### src/rtl/fp_pipe_pkg.sv
// Shared types and helpers for the pipelined FP normalise/round datapath.
// FP_WORD_T builds a {sign, exp, frac} word type for any exponent/fraction width.
`ifndef FP_PIPE_PKG_SV
`define FP_PIPE_PKG_SV
`define FP_WORD_T(EW, MW) struct packed { logic sign; logic [(EW)-1:0] exp; logic [(MW)-1:0] frac; }

package fp_pipe_pkg;

  typedef enum logic [1:0] {
    RNE = 2'd0,
    RTZ = 2'd1,
    RUP = 2'd2,
    RDN = 2'd3
  } rm_e;

  localparam int unsigned DEF_EXP_W = 8;
  localparam int unsigned DEF_MAN_W = 23;
  localparam int unsigned EXP_MAX   = (1 << DEF_EXP_W) - 1;

  typedef `FP_WORD_T(DEF_EXP_W, DEF_MAN_W) fp32_t;

  // Whether the truncated magnitude must be bumped by one ulp.
  function automatic logic round_incr(input rm_e rm, input logic sign, input logic lsb,
                                      input logic g, input logic r, input logic s);
    logic incr;
    incr = 1'b0;
    unique case (rm)
      RNE: incr = g & (r | s | lsb);
      RTZ: incr = 1'b0;
      RUP: incr = !sign & (g | r | s);
      RDN: incr = sign & (g | r | s);
    endcase
    return incr;
  endfunction

endpackage
`endif

### src/rtl/fp_lzc.sv
// Parametrised leading-zero counter; an all-zero input reports W.
module fp_lzc #(
  parameter  int unsigned W     = 26,
  localparam int unsigned CNT_W = $clog2(W + 1)
) (
  input  logic [W-1:0]     value,
  output logic [CNT_W-1:0] count
);

  logic found;

  always_comb begin
    count = CNT_W'(W);
    found = 1'b0;
    for (int i = int'(W) - 1; i >= 0; i--) begin
      if (!found && value[i]) begin
        count = CNT_W'(int'(W) - 1 - i);
        found = 1'b1;
      end
    end
  end

endmodule

### src/rtl/fp_norm_round_pipe.sv
// Two-stage normaliser/rounder for IEEE-754 binary formats with valid/ready
// backpressure: stage 1 normalises, stage 2 rounds into the output register.
module fp_norm_round_pipe
  import fp_pipe_pkg::*;
#(
  parameter int unsigned EXP_W = 8,
  parameter int unsigned MAN_W = 23,
  parameter int          BIAS  = 2**(EXP_W-1) - 1
) (
  input  logic                   clk,
  input  logic                   reset,
  input  logic                   in_valid,
  output logic                   in_ready,
  input  logic                   in_sign,
  input  logic [EXP_W-1:0]       in_exp,
  input  logic                   in_carry,
  input  logic [MAN_W+2:0]       in_sig,
  input  logic                   in_sticky,
  input  logic [1:0]             in_rm,
  input  logic                   in_special,
  input  logic [EXP_W+MAN_W:0]   in_special_val,
  output logic                   out_valid,
  input  logic                   out_ready,
  output logic [EXP_W+MAN_W:0]   out_result,
  output logic                   out_overflow,
  output logic                   out_underflow,
  output logic                   out_inexact
);

  localparam int unsigned SIG_W = MAN_W + 3;
  localparam int unsigned E_W   = EXP_W + 2;
  localparam int unsigned M_W   = MAN_W + 2;
  localparam int unsigned LZ_W  = $clog2(SIG_W + 1);
  localparam logic [E_W-1:0] EXP_ALL_ONES = E_W'((2**EXP_W) - 1);

  typedef `FP_WORD_T(EXP_W, MAN_W) fpWord_t;

  biasCheck: assert property (@(posedge clk) BIAS == (2**(EXP_W-1)) - 1);

  // Stage 1 may move into the output register when it is empty or draining.
  logic s2Advance;
  logic s1Valid;
  assign s2Advance = !out_valid | out_ready;
  assign in_ready  = !s1Valid | s2Advance;

  // ---------------- stage 1: normalise ----------------
  logic [LZ_W-1:0]  lz;
  logic [E_W-1:0]   expIn, shiftAmt, nExp;
  logic [SIG_W-1:0] nSig;
  logic             nSticky, nZero, nSign;

  fp_lzc #(.W(SIG_W)) uLzc (
    .value (in_sig),
    .count (lz)
  );

  always_comb begin
    expIn    = E_W'(in_exp);
    shiftAmt = '0;
    nSig     = in_sig;
    nExp     = expIn;
    nSticky  = in_sticky;
    nZero    = 1'b0;
    nSign    = in_sign;
    if (in_carry) begin
      nSig    = {1'b1, in_sig[SIG_W-1:1]};
      nSticky = in_sticky | in_sig[0];
      nExp    = expIn + E_W'(1);
    end else if (in_sig == '0) begin
      nZero = 1'b1;
      nSign = (rm_e'(in_rm) == RDN);
    end else begin
      // Shift is capped so the exponent bottoms out at 1 (subnormal encoding).
      shiftAmt = (E_W'(lz) < expIn - E_W'(1)) ? E_W'(lz) : expIn - E_W'(1);
      nSig     = in_sig << shiftAmt;
      nExp     = expIn - shiftAmt;
    end
  end

  logic             s1Sign, s1Sticky, s1Zero, s1Special;
  logic [E_W-1:0]   s1Exp;
  logic [SIG_W-1:0] s1Sig;
  rm_e              s1Rm;
  fpWord_t          s1SpecialVal;

  always_ff @(posedge clk or posedge reset) begin
    if (reset) begin
      s1Valid      <= 1'b0;
      s1Sign       <= 1'b0;
      s1Exp        <= '0;
      s1Sig        <= '0;
      s1Sticky     <= 1'b0;
      s1Rm         <= RNE;
      s1Zero       <= 1'b0;
      s1Special    <= 1'b0;
      s1SpecialVal <= '0;
    end else if (in_ready) begin
      s1Valid <= in_valid;
      if (in_valid) begin
        s1Sign       <= nSign;
        s1Exp        <= nExp;
        s1Sig        <= nSig;
        s1Sticky     <= nSticky;
        s1Rm         <= rm_e'(in_rm);
        s1Zero       <= nZero;
        s1Special    <= in_special;
        s1SpecialVal <= fpWord_t'(in_special_val);
      end
    end
  end

  // ---------------- stage 2: round ----------------
  logic             g, r, ovf, inx, unf, toInf;
  logic [M_W-1:0]   mant;
  logic [E_W-1:0]   rExp;
  logic [MAN_W-1:0] rFrac;
  fpWord_t          res;

  always_comb begin
    g     = s1Sig[1];
    r     = s1Sig[0];
    mant  = {1'b0, s1Sig[SIG_W-1:2]}
          + M_W'(round_incr(s1Rm, s1Sign, s1Sig[2], g, r, s1Sticky));
    rFrac = mant[MAN_W-1:0];
    rExp  = mant[MAN_W] ? s1Exp : '0;
    if (mant[M_W-1]) begin
      rFrac = '0;
      rExp  = s1Exp + E_W'(1);
    end
    ovf   = (rExp >= EXP_ALL_ONES);
    inx   = g | r | s1Sticky | ovf;
    unf   = (rExp == '0) & inx;
    toInf = (s1Rm == RNE) | ((s1Rm == RUP) & !s1Sign) | ((s1Rm == RDN) & s1Sign);
    res.sign = s1Sign;
    res.exp  = rExp[EXP_W-1:0];
    res.frac = rFrac;
    if (ovf) begin
      res.exp  = toInf ? {EXP_W{1'b1}} : {{(EXP_W-1){1'b1}}, 1'b0};
      res.frac = toInf ? {MAN_W{1'b0}} : {MAN_W{1'b1}};
    end
    if (s1Zero) begin
      res      = '0;
      res.sign = s1Sign;
      ovf      = 1'b0;
      inx      = 1'b0;
      unf      = 1'b0;
    end
    if (s1Special) begin
      res = s1SpecialVal;
      ovf = 1'b0;
      inx = 1'b0;
      unf = 1'b0;
    end
  end

  // Output register only loads a real beat, so a stalled result stays put.
  always_ff @(posedge clk or posedge reset) begin
    if (reset) begin
      out_valid     <= 1'b0;
      out_result    <= '0;
      out_overflow  <= 1'b0;
      out_underflow <= 1'b0;
      out_inexact   <= 1'b0;
    end else if (s2Advance) begin
      out_valid <= s1Valid;
      if (s1Valid) begin
        out_result    <= res;
        out_overflow  <= ovf;
        out_underflow <= unf;
        out_inexact   <= inx;
      end
    end
  end

endmodule
### config.mk
export PLATFORM = sky130hd
export DESIGN_NAME = fp_norm_round_pipe
export DESIGN_NICKNAME = d
export VERILOG_FILES = /design/src/rtl/fp_pipe_pkg.sv /design/src/rtl/fp_lzc.sv /design/src/rtl/fp_norm_round_pipe.sv
export SDC_FILE = /design/constraint.sdc
export NUM_CORES = 1
export LEC_CHECK = 0
export CORE_UTILIZATION = 40
export DETAILED_ROUTE_END_ITERATION = 8
export PLACE_DENSITY = 0.71
export SYNTH_ARGS = -nofsm -noshare
export SYNTH_HDL_FRONTEND = slang
export SYNTH_SLANG_ARGS = --single-unit
### constraint.sdc
create_clock -name clk -period 4.7 [get_ports clk]
set_clock_uncertainty 0.1 [all_clocks]
set_input_delay 0.705 -clock clk [delete_from_list [all_inputs] [get_ports clk]]
set_output_delay 0.705 -clock clk [all_outputs]
set_load 0.02 [all_outputs]
* Word-level counts from Yosys, hierarchy flattened
Cells that the tools add are included.
** Operators by class
- Add/sub/neg operators :: 5
- $lt $le $gt $ge :: 2
- Eq/ne operators :: 4
- Shifts and indexed selects :: 1
- Muxes and demuxes :: 76
- Bitwise gates (word level) :: 16
- Reduce and logical (&&, ||, !) cells :: 58
** Operator list (number)
- $mux 5 :: 26
- $mux 31 :: 2
- $mux 26 :: 2
- $mux 10 :: 5
- $mux 23 :: 2
- $mux 1 :: 37
- $mux 32 :: 1
- $logic_not 1->1 :: 28
- $logic_not 26->1 :: 1
- $shl 26x10->26 :: 1
- $add 24x1->25 :: 1
- $logic_and 1x1->1 :: 25
- $add 10x1->10 const B :: 1
- $ge 10x8->1 const B :: 1
- $logic_not 10->1 :: 1
- $lt 5x10->1 :: 1
- $or 1x1->1 :: 10
- $sub 8x10->10 :: 1
- $add 8x1->9 const B :: 1
- $sub 8x1->9 const B :: 1
- $and 1x1->1 :: 6
- $eq 2x2->1 const B :: 3
- $pmux 1 s4 :: 1
- $reduce_and 2->1 :: 2
- other kinds (2) :: 2
** Storage, ports and cells
- Bits in registers :: 111
- Input port bits :: 76
- Output and inout port bits :: 37
- Logic and storage cells :: 178

* Logic depth before layout (Yosys ltp)
- Depth in word-level cells :: 81
- Mapped depth :: 25
- Mapped depth without buffers :: 23

* Modules after synthesis
Synthesis repeated with hierarchy kept, for this count alone.
** Second synthesis, totals
- Cell total of the unflattened synthesis :: 1027
- Area total of the unflattened synthesis :: 8111.5 um2
** Modules (own cells, without submodules)
- fp_norm_round_pipe :: times used 1, cells each 980, area an instance 7813.7 um2, sequential area each 2777.7 um2
- fp_lzc :: times used 1, cells each 47, area an instance 297.8 um2, sequential area each 0.0 um2

* Worst setup path after synthesis
No wires, ideal clock.
- Path type :: input -> register
- From :: input port in_sig[24]
- To :: register s1Exp[6]
- Library setup time :: 135 ps
- Arrival time :: 4861 ps
- Required time :: 4465 ps
- Path slack :: -396 ps
- Cell stages on the path :: 24
- Path buffers :: 2
- Cell sequence :: nor4_2 -> nand4_2 -> inv_1 -> a21oi_1 -> ha_1 -> and2_1 -> a221oi_1 -> and2_1 -> nand2b_1 -> a21o_4 -> mux2_4 -> inv_2 -> buf_6 -> buf_2 -> ha_1 -> nor2b_1 -> o21ai_0 -> nand2b_1 -> a21oi_1 -> a31oi_1 -> or3_1 -> nand2b_1 -> xnor2_1 -> o21ai_0
** Between the ends
- Cells in the longest elaborated chain, start to end :: 79
- Elaborated cells on any way between the ends :: 104
** Ends and longest elaborated chain
- start: declaration :: line fp_norm_round_pipe.sv:17 : input logic [MAN_W+2:0] in_sig,
- $logic_and 1x1->1 :: line fp_lzc.sv:16 : if (!found && value[i]) begin
- $mux 1 :: line fp_lzc.sv:16
- $logic_not 1->1 :: line fp_lzc.sv:16
- $logic_and 1x1->1 :: line fp_lzc.sv:16
- $mux 1 :: line fp_lzc.sv:16
- $logic_not 1->1 :: line fp_lzc.sv:16
- $logic_and 1x1->1 :: line fp_lzc.sv:16
- $mux 1 :: line fp_lzc.sv:16
- [63 not listed]
- $logic_not 1->1 :: line fp_lzc.sv:16
- $logic_and 1x1->1 :: line fp_lzc.sv:16
- $mux 5 :: line fp_lzc.sv:16
- $lt 5x10->1 :: line fp_norm_round_pipe.sv:74 : shiftAmt = (E_W'(lz) < expIn - E_W'(1)) ? E_W'(lz) : expIn - E_W'(1);
- $mux 10 :: line fp_norm_round_pipe.sv:74
- $sub 8x10->10 :: line fp_norm_round_pipe.sv:76 : nExp = expIn - shiftAmt;
- $mux 10 (*) :: line fp_norm_round_pipe.sv:69 : end else if (in_sig == '0) begin
- $mux 10 (*) :: line fp_norm_round_pipe.sv:65 : if (in_carry) begin
- end signal: assignment :: line fp_norm_round_pipe.sv:101 : s1Exp <= nExp;
- end: declaration :: line fp_norm_round_pipe.sv:81 : logic [E_W-1:0] s1Exp;
Every way passes the cells marked *; elsewhere a longest branch is shown, timed or not.
A chain may end at the register's enable or synchronous reset.

* Worst setup path in the final report
- From :: input port in_exp[3]
- To :: register s1Exp[6]
** Between the ends
- Cells in the longest elaborated chain, start to end :: 6
- Elaborated cells on any way between the ends :: 7
** Ends and longest elaborated chain
- start: declaration :: line fp_norm_round_pipe.sv:15 : input logic [EXP_W-1:0] in_exp,
- $sub 8x1->9 :: line fp_norm_round_pipe.sv:74
- $lt 5x10->1 :: line fp_norm_round_pipe.sv:74
- $mux 10 :: line fp_norm_round_pipe.sv:74
- $sub 8x10->10 :: line fp_norm_round_pipe.sv:76
- $mux 10 :: line fp_norm_round_pipe.sv:69
- $mux 10 (*) :: line fp_norm_round_pipe.sv:65
Marks and branches as above.

==> reports/results.ini <==
[cts]
cts_tree=built
cts_made_buffers=9
clockBufferDepth=2
htreeDepth=3
root_buffer=clkbuf_16
clkSinkCount=111
hold_buffers=0
clock_latency_ns=0.35
clkSlewWorstSetupHoldPaths_ns=0.08

[final_layout]
final_cell_area_mm2=0.01102
layout.nets=1276
syn_to_final_growth_pct=35.17
layout_commonest_cell=nand2_1
drive_gt1_frac=0.2052
final_cell_mix=nand2_1, buf_4, dfrtp_1, clkdlybuf4s50_1, nor2_1
antenna_cells=0
finalNonFillerCells=1454
finish.utilization=0.5588

[power]
p_total_mw=3.291
peakVddDrop_uv=211.1
p_seq_frac=0.389
power.density_mw_per_mm2=298.7
switchingPower_mw=1.131
p_leak_nw=5.053
internal-power_mw=2.160
p_sw_frac=0.3438
clock_power_share=0.255
combinationalPowerShare=0.356

[run_status]
outcome=finished clean

[die]
die_h_um=144.8
num_rows=51
core_area_mm2=0.01972
die_w_um=144.8
floorplan.initialDensity=0.4134
ios=113
die-area_mm2=0.02095

[drt]
wl_mm=25.76
post_drt_wl_per_cell_um=17.72
drc=0
drtAntennaViolNets=0
avgViaCountPerCell=5.710
firstDrtPassIters=5
detailroute.via_count=8303
first_iter_violations=655

[sta]
finalSetupViolations=0
slew_violations=0
worstMarginPinSlew_ns=0.8710
finalHoldViolCount=0
fin_crit_sh=0.9428
worst_slack_ns=0.2691
layout_min_cycle_time_ns=4.431
holdWs_ns=0.3809
fmax_ghz=0.2257
fin_setup_tns_ns=0
slew_headroom=0.4173

[place]
place_ws_ns=-0.3979
io_buffers=112
gp_congestion=0.9771
hpwl_mm=19.51
place_area_mm2=0.01045
dp.cells=1433

[setup_path]
worstPathMaxFanout=5
critPathBufInv=2
crit_chain=clkdlybuf4s50_1 -> nor2_2 -> nand2_2 -> xor2_4 -> ha_4 -> and2_4 -> a221oi_4 -> nand2_1 -> a2111o_1 -> o21ai_4 -> inv_4 -> ha_2 -> fa_2 -> nor2b_1 -> o21ai_1 -> nand2b_1 -> a21oi_2 -> a31oi_1 -> or3_4 -> nand2b_1 -> xnor2_1 -> o21ai_0
crit_top_cell=nand2b_1
max_stage_delay_ns=0.46
cp-end-kind=flip-flop
crit_slowest_cell=a2111o_1
start_kind=input port
crit_type=input port to flip-flop
required_ns=4.80
crit_family=compound AO/OA/AOI/OAI gates
worstPathArrival_ns=4.53

[global_routing]
grt_max_degree=52
grt_use_total=0.2534
grt_pass1_wl_mm=41.61
antenna_found_initial=0
grt-ovfl-total=0
grt_pass1_vias=7938

[job]
cap_violations=0

[logic_synthesis]
syn_avg_cell_area_um2=8.251
syn_inst=988
synthArstFlopShare=1.000
ys.flop_type=dfrtp_1
syn_nets=1080
synth.distinct_cells=81
synth_top_area_frac=0.3408
synth_top_area_cell=dfrtp_1
synth_warnings=0
syn_area_mm2=0.008152
synth-seq-area-share=0.3408
synth_area_leaders=dfrtp_1, nand2_1, mux4_2, a21oi_1, nor2_1
synth_seq_cells=111
synth_edf_count=0

[min_path]
hold_path_class=flip-flop to flip-flop

==> logic make-up (layout without fill, tap and decap cells) <==
group	after synthesis	count (layout)	synth area share
AND/OR/NAND/NOR	446	446	0.2640
AO/OA/AOI/OAI	243	243	0.1980
flip-flops	111	111	0.3408
buffers and inverters	94	295	0.04927
multiplexers	46	46	0.08810
XOR/XNOR	32	32	0.03438
adder cells (fa/ha/maj)	16	16	0.02548
==> power by group through the flow <==
stage | registers (mW) | clock network (mW) | logic (mW)
2_1_floorplan | 1.34 | 0 | 0.576
3_5_place_dp | 1.29 | 0 | 1.15
5_1_grt | 1.30 | 0.893 | 1.29
6_report | 1.28 | 0.840 | 1.17
3_3_place_gp | 1.29 | 0 | 1.14
4_1_cts | 1.28 | 0.853 | 1.16
==> final cells by class <==
class                      count  area (µm²)
sequential                   111        2778
fill                        1772        8700
clock inverter                 7       102.6
inverter                      31       123.9
clock buffer                   9       225.2
timing repair buffer         248        2237
tap                          265       331.6
multi-input combinational    783        5220
==> synthesized netlist by cell type, types with 15 or more instances <==
master and instances:
nand2_1 186, ha_1 15, mux2i_1 19, mux4_2 19
o21ai_0 55, inv_1 26, a21oi_1 62, nand3_1 37
dfrtp_1 111, and3_1 30, clkbuf_1 45, nor3_1 22
xor2_1 18, nor2_1 82
==> registers in the layout (all words and copies together) (netlist names) <==
register,cells
s1Sig,26
s1Special,1
out_overflow,1
out_underflow,1
out_result,32
s1Valid,1
s1Exp,10
s1Zero,1
out_valid,1
s1Rm,2
s1SpecialVal,32
s1Sign,1
out_inexact,1
s1Sticky,1
==> path summary, 6_finish.rpt <==
kind	start	to	slack, ns	cells after the start
worst max-delay path	in_exp[3]	s1Exp[6]	0.27	22
max in group asynchronous	reset	s1SpecialVal[21]	2.92	3
worst max register to register	s1Rm[1]	out_result[5]	0.43	16
worst min register to register	s1SpecialVal[18]	s1SpecialVal[18]	0.38	2
min in group asynchronous	reset	s1SpecialVal[22]	0.72	2
worst min-delay path	s1SpecialVal[18]	s1SpecialVal[18]	0.38	2
==> metal layers <==
layer	global-route usage	wire length [µm]
met4	0.09806	860
met3	0.03159	1531
met1	0.3505	11680
met5	0	0
met2	0.4028	11690
==> timing repair <==
item | 4_1_cts | 5_1_grt
buffers inserted | 0 | 5
gates cloned | 0 | 0
resized for setup | 3 | 57
setup endpoints to repair | 3 | 15
pin swaps | 2 | 29
==> worst min-delay path: stages (launching register included) <==
cell and delay (ns):
dfrtp_1 0.34, nand2_1 0.05, nand2_1 0.06
No activity file was read; power rests on OpenSTA's default activity.
